==> src/rtl/iq_linear_interpolator_pkg.sv <==
// Shared constants, FSM encoding and helpers for the IQ linear interpolator.
package iq_interp_pkg;

  localparam logic MODE_HOLD   = 1'b0;
  localparam logic MODE_LINEAR = 1'b1;

  typedef enum logic {
    ST_IDLE = 1'b0,
    ST_RUN  = 1'b1
  } state_t;

  // Ceiling log2, used to size the phase counter from L.
  function automatic int clog2(input int value);
    int r;
    int v;
    r = 0;
    v = value - 1;
    while (v > 0) begin
      r++;
      v = v >> 1;
    end
    return r;
  endfunction

endpackage

==> src/rtl/iq_linear_interpolator_lane.sv <==
// One interpolation lane: keeps the previous/current input samples and
// registers the k-th output between them (hold or linear).
module iq_interp_lane
  import iq_interp_pkg::*;
#(
  parameter int WIDTH  = 16,
  parameter int LOG2_L = 1
) (
  input  logic                     clk,
  input  logic                     rst,
  input  logic                     load,
  input  logic                     advance,
  input  logic                     mode_sel,
  input  logic [LOG2_L-1:0]        k,
  input  logic signed [WIDTH-1:0]  data,
  output logic signed [WIDTH-1:0]  sample
);

  localparam int PW = WIDTH + 1 + LOG2_L;

  logic signed [WIDTH-1:0] prev;
  logic signed [WIDTH-1:0] cur;
  logic signed [WIDTH-1:0] seg_a;
  logic signed [WIDTH-1:0] seg_b;
  logic signed [WIDTH-1:0] sample_nxt;
  logic signed [PW-1:0]    a_ext;
  logic signed [PW-1:0]    b_ext;
  logic signed [PW-1:0]    diff;
  logic signed [PW-1:0]    k_ext;
  logic signed [PW-1:0]    prod;
  logic signed [PW-1:0]    step;

  // Next output: on a load the segment is (cur -> new data) so the k=0 point
  // is produced the same edge the sample is captured.
  always_comb begin
    seg_a      = load ? cur  : prev;
    seg_b      = load ? data : cur;
    a_ext      = {{(LOG2_L + 1){seg_a[WIDTH-1]}}, seg_a};
    b_ext      = {{(LOG2_L + 1){seg_b[WIDTH-1]}}, seg_b};
    diff       = b_ext - a_ext;
    k_ext      = {{(WIDTH + 1){1'b0}}, k};
    prod       = diff * k_ext;
    step       = prod >>> LOG2_L;
    sample_nxt = (mode_sel == MODE_LINEAR) ? WIDTH'(a_ext + step) : seg_b;
  end

  // Sample history and output register.
  always_ff @(posedge clk) begin
    if (rst) begin
      prev   <= '0;
      cur    <= '0;
      sample <= '0;
    end else begin
      if (load) begin
        prev <= cur;
        cur  <= data;
      end
      if (load || advance) begin
        sample <= sample_nxt;
      end
    end
  end

endmodule

==> src/rtl/iq_linear_interpolator.sv <==
// IQ upsampler by L = 2**LOG2_L with zero-order-hold or linear smoothing.
//
//  state   | meaning
//  --------+------------------------------------------------------------
//  IDLE    | no burst in progress, ready for a new I/Q pair
//  RUN     | emitting outputs k = phase of the current pair
module iq_linear_interpolator
  import iq_interp_pkg::*;
#(
  parameter int WIDTH  = 16,
  parameter int LOG2_L = 1
) (
  input  logic                     clk,
  input  logic                     rst,
  input  logic signed [WIDTH-1:0]  I_tdata,
  input  logic signed [WIDTH-1:0]  Q_tdata,
  input  logic                     in_tvalid,
  output logic                     in_tready,
  input  logic                     mode,
  output logic signed [WIDTH-1:0]  I_up,
  output logic signed [WIDTH-1:0]  Q_up,
  output logic                     vld,
  output logic                     overrun
);

  localparam int L       = 1 << LOG2_L;
  localparam int PHASE_W = clog2(L);
  localparam logic [PHASE_W-1:0] P_LAST = PHASE_W'(L - 1);

  state_t               state;
  state_t               state_nxt;
  logic [PHASE_W-1:0]   phase;
  logic [PHASE_W-1:0]   k_sel;
  logic                 mode_q;
  logic                 mode_sel;
  logic                 accept;
  logic                 advance;

  // State, phase, latched mode and the shared vld/overrun flags.
  always_ff @(posedge clk) begin
    if (rst) begin
      state   <= ST_IDLE;
      phase   <= '0;
      mode_q  <= MODE_HOLD;
      vld     <= 1'b0;
      overrun <= 1'b0;
    end else begin
      state   <= state_nxt;
      phase   <= k_sel;
      vld     <= accept | advance;
      overrun <= in_tvalid & ~in_tready;
      if (accept) begin
        mode_q <= mode;
      end
    end
  end

  // Next-state: a burst ends at the last phase unless a new pair is accepted.
  always_comb begin
    state_nxt = state;
    case (state)
      ST_IDLE: if (accept) state_nxt = ST_RUN;
      ST_RUN:  if ((phase == P_LAST) && !accept) state_nxt = ST_IDLE;
      default: state_nxt = ST_IDLE;
    endcase
  end

  // Handshake and lane control, derived from registers and the input valid.
  always_comb begin
    in_tready = (state == ST_IDLE) || (phase == P_LAST);
    accept    = in_tvalid && in_tready;
    advance   = (state == ST_RUN) && (phase != P_LAST) && !accept;
    mode_sel  = accept ? mode : mode_q;
    k_sel     = phase;
    if (accept) begin
      k_sel = '0;
    end else if (advance) begin
      k_sel = phase + 1'b1;
    end
  end

  iq_interp_lane #(.WIDTH(WIDTH), .LOG2_L(LOG2_L)) u_lane_i (
    .clk      (clk),
    .rst      (rst),
    .load     (accept),
    .advance  (advance),
    .mode_sel (mode_sel),
    .k        (k_sel),
    .data     (I_tdata),
    .sample   (I_up)
  );

  iq_interp_lane #(.WIDTH(WIDTH), .LOG2_L(LOG2_L)) u_lane_q (
    .clk      (clk),
    .rst      (rst),
    .load     (accept),
    .advance  (advance),
    .mode_sel (mode_sel),
    .k        (k_sel),
    .data     (Q_tdata),
    .sample   (Q_up)
  );

endmodule
==> config.mk <==
export PLATFORM = sky130hd
export DESIGN_NAME = iq_linear_interpolator
export DESIGN_NICKNAME = d
export VERILOG_FILES = /design/src/rtl/iq_linear_interpolator_pkg.sv /design/src/rtl/iq_linear_interpolator_lane.sv /design/src/rtl/iq_linear_interpolator.sv
export SDC_FILE = /design/constraint.sdc
export NUM_CORES = 1
export LEC_CHECK = 0
export ABC_CLOCK_PERIOD_IN_PS = 14400
export CAP_MARGIN = 30
export CORE_ASPECT_RATIO = 1.5
export CORE_MARGIN = 2
export CORE_UTILIZATION = 40
export DETAILED_ROUTE_END_ITERATION = 8
export PLACE_DENSITY = 0.69
export SYNTH_ARGS = -nofsm -noshare
export SYNTH_HDL_FRONTEND = slang
export SYNTH_SLANG_ARGS = --single-unit
==> constraint.sdc <==
create_clock -name clk -period 14.4 [get_ports clk]
set_input_delay 2.16 -clock clk [delete_from_list [all_inputs] [get_ports clk]]
set_output_delay 2.16 -clock clk [all_outputs]
set_load 0.05 [all_outputs]
==> results.ini <==
[run_status]
status = complete, no violations

[synth]
synth_top_area_share_pct = 28.9
synth_top_area_cell = dfxtp_1
syn_nets = 987
syn_inst = 890
yosysSeqAreaShare_pct = 28.9
yosysWarnings = 0
ys_seq_elements = 101
ys_async_sr_fraction_pct = 0
synth_edf_count = 0
syn-cell-area_um2 = 6990
synth_cell_type_count = 71
ys.flop_type = dfxtp_1
syn_area_per_cell_um2 = 7.85
synth.area.top_cells = dfxtp_1 29%, ha_1 10%, nor2_1 7.1%

[sta]
finalSetupViolations = 0
finalHoldViolCount = 0
fin_tns_setup_ps = 0
rsz0062_at_grt = false
fmax_ghz = 0.126
slew_headroom_pct = 45.9
final_max_slew_viol_count = 0
tightest_slew_ps = 811
fin_crit_ps = 7940
fin_crit_sh_pct = 55.2
fin_worst_skew_ps = 10.2

[detailed_routing]
initialDrtViolationCount = 252
wl_per_cell_um = 15.5
dr_total_vias = 6155
ant_nets = 0
viasPerCell = 5.32
drt-pass1-iter-count = 4
drc_errors = 0
totalWireLength_mm = 17.9

[finish]
fin_nets = 1036
num-fill-cells = 1758
antennaDiodeCount = 0
multi_input_comb_area_um2 = 4600
syn_to_final_growth_pct = 16.8
drive_gt1_share_pct = 5.61
final_area_um2 = 8170
seq_area_um2 = 2020

[global_route]
gr-total-overflow = 0
antenna_found_initial = 0
grt_pass1_wl_mm = 29.5
grt_start_max_net_pins = 72
grt_use_met3_pct = 2.15
grt_use_total_pct = 19.3
grtUsageMet1_pct = 20.8
busiest_layer = met2
grt_pass1_vias = 6250
met2_usage_pct = 36.9

[place]
dpl_cell_area_um2 = 7890
post-dp-hpwl_mm = 13.1
gp_congestion = 0.853
port_buffers = 70

[clock_network]
cts_buffers = 9
cts_setup_buffers = 0
cts.sinks = 101
root_buffer = clkbuf_16
ctsResizeCount = 0
cts_tree = built
htreeDepth = 3
path_clk_slew_ps = 80
cts_buffer_depth = 2
clk_latency_ps = 360
cts_hold_buf = 0

[floorplanning]
initial_core_util_pct = 40.5
fp-row-count = 59
io_pins = 71
core_region_area_um2 = 17300
dieArea_um2 = 18600
die_x_um = 112
die_y_um = 166

[worst_hold_path]
hp-start = u_lane_i.sample[0]
hold_class = flip-flop to flip-flop

[worst_setup_path]
reg2reg_from = phase
crit_arrival_ps = 8220
slowest_delay_ps = 740
crit_end = u_lane_q.sample[15]
critPathMaxFanout = 17
rr_worst_depth = 22
required_ps = 14680
r2r_slack_ps = 8580
crit_slowest_cell = clkdlybuf4s50_1
r2r-end = u_lane_q.sample[15]
crit_type = input pin to flip-flop
critPathCaptureType = flip-flop
cp_cell_sequence = clkdlybuf4s50_1 -> inv_2 -> nor2_4 -> mux2i_1 -> ha_1 -> a41oi_1 -> a211oi_1 -> or3_1 -> a21oi_1 -> xor2_1 -> nor2_1 -> ha_1 -> o21a_1 -> o21a_1 -> and4_1 -> a2111oi_2 -> a21oi_1 -> a31oi_1 -> o21ai_0 -> nand2b_1 -> o221ai_1
cp-startpoint = in_tvalid
cp-start-kind = input pin

[pwr]
power_density_nw_per_um2 = 109
p_leak_nw = 3.77
irDropWorstVdd_mv = 0.0562

[run]
max_cap_viol_count = 0

state kept, by name (all words and copies together), names as in the netlist:
name and cells:
u_lane_i.sample 16, u_lane_q.cur 16, u_lane_i.cur 16, u_lane_q.prev 16, vld 1, phase 1
u_lane_q.sample 16, state 1, u_lane_i.prev 16, mode_q 1, overrun 1
Yosys cell counts (22+ instances only):
cell / instances
nor2_1: 132
dfxtp_1: 101
nand2_1: 92
a21oi_1: 61
ha_1: 57
inv_1: 57
mux2i_1: 46
clkbuf_1: 32
a211oi_1: 29
nor2b_1: 28
nor3_1: 28
o21ai_0: 27
xnor2_1: 24
xor2_1: 22
critical path, delay by kind of cell:
family | cells | cell delay, ps
mux | 1 | 580
buf+inv | 2 | 960
fa+ha+maj | 2 | 690
simple gates | 5 | 1330
compound gates | 10 | 2330
xor+xnor | 1 | 160
cell families after synthesis:
family | synth area share [%]
compound gates | 19.1
xor+xnor | 6.10
buf+inv | 5.46
flops | 28.9
mux | 6.91
simple gates | 22.2
fa+ha+maj | 11.3
metrics by stage:
stage                     util, %  power [mW]  hold slack, ps  cells  setup slack [ps]
after floorplan                 -       0.568             454    890              6740
after global placement       45.5       0.648             447   1140              6290
after detailed placement     45.6       0.651             447   1141              6180
after CTS                    47.3       0.890             458   1157              6520
after global routing         47.3       0.937             496   1157              6030
final                        47.3       0.887             457   1157              6460
power breakdown:
part	switching [mW]	internal, mW	total, mW
Combinational	0.202	0.138	0.340
Clock	0.119	0.120	0.239
Sequential	0.00993	0.298	0.308
Total	0.331	0.555	0.887
metal layers:
| layer | part of all wire, % | routed length [um] |
|---|---|---|
| met5 | 0 | 0 |
| met4 | 3.0 | 531 |
| met3 | 2.4 | 426 |
| met2 | 54 | 9660 |
| met1 | 41 | 7300 |
worst min path at each step:
stage               depth (start not counted)                 end
floorplan                                   2    u_lane_i.prev[0]
CTS                                         2  u_lane_i.sample[0]
global route                                2  u_lane_i.sample[0]
finish                                      2  u_lane_i.sample[0]
global placement                            2  u_lane_i.sample[0]
detailed placement                          2  u_lane_i.sample[0]
cells in the final DEF, fill, tap and decap left out, types with 7 or more instances in the layout:
cell	count
xor2_1	22
nor2b_1	28
nor2_1	130
clkdlybuf4s50_1	69
o21a_1	10
xnor2_1	24
a21o_1	11
mux2i_1	45
a211oi_1	29
inv_1	57
dfxtp_1	101
o21ai_0	27
nor3_1	28
buf_4	7
ha_1	57
a21oi_1	60
nand3_1	8
nand2b_1	8
clkbuf_16	9
nand2_1	92
or3_1	11
layout make-up:
class / count / area share (%)
clock buffers: 9 / 2.76
flip-flops and latches: 101 / 24.8
multi-input cells: 691 / 56.4
well taps: 213 / 3.26
repair buffers: 77 / 9.44
inverters: 59 / 2.71
clock inverters: 7 / 0.705
(Power assumes the default switching activity.)
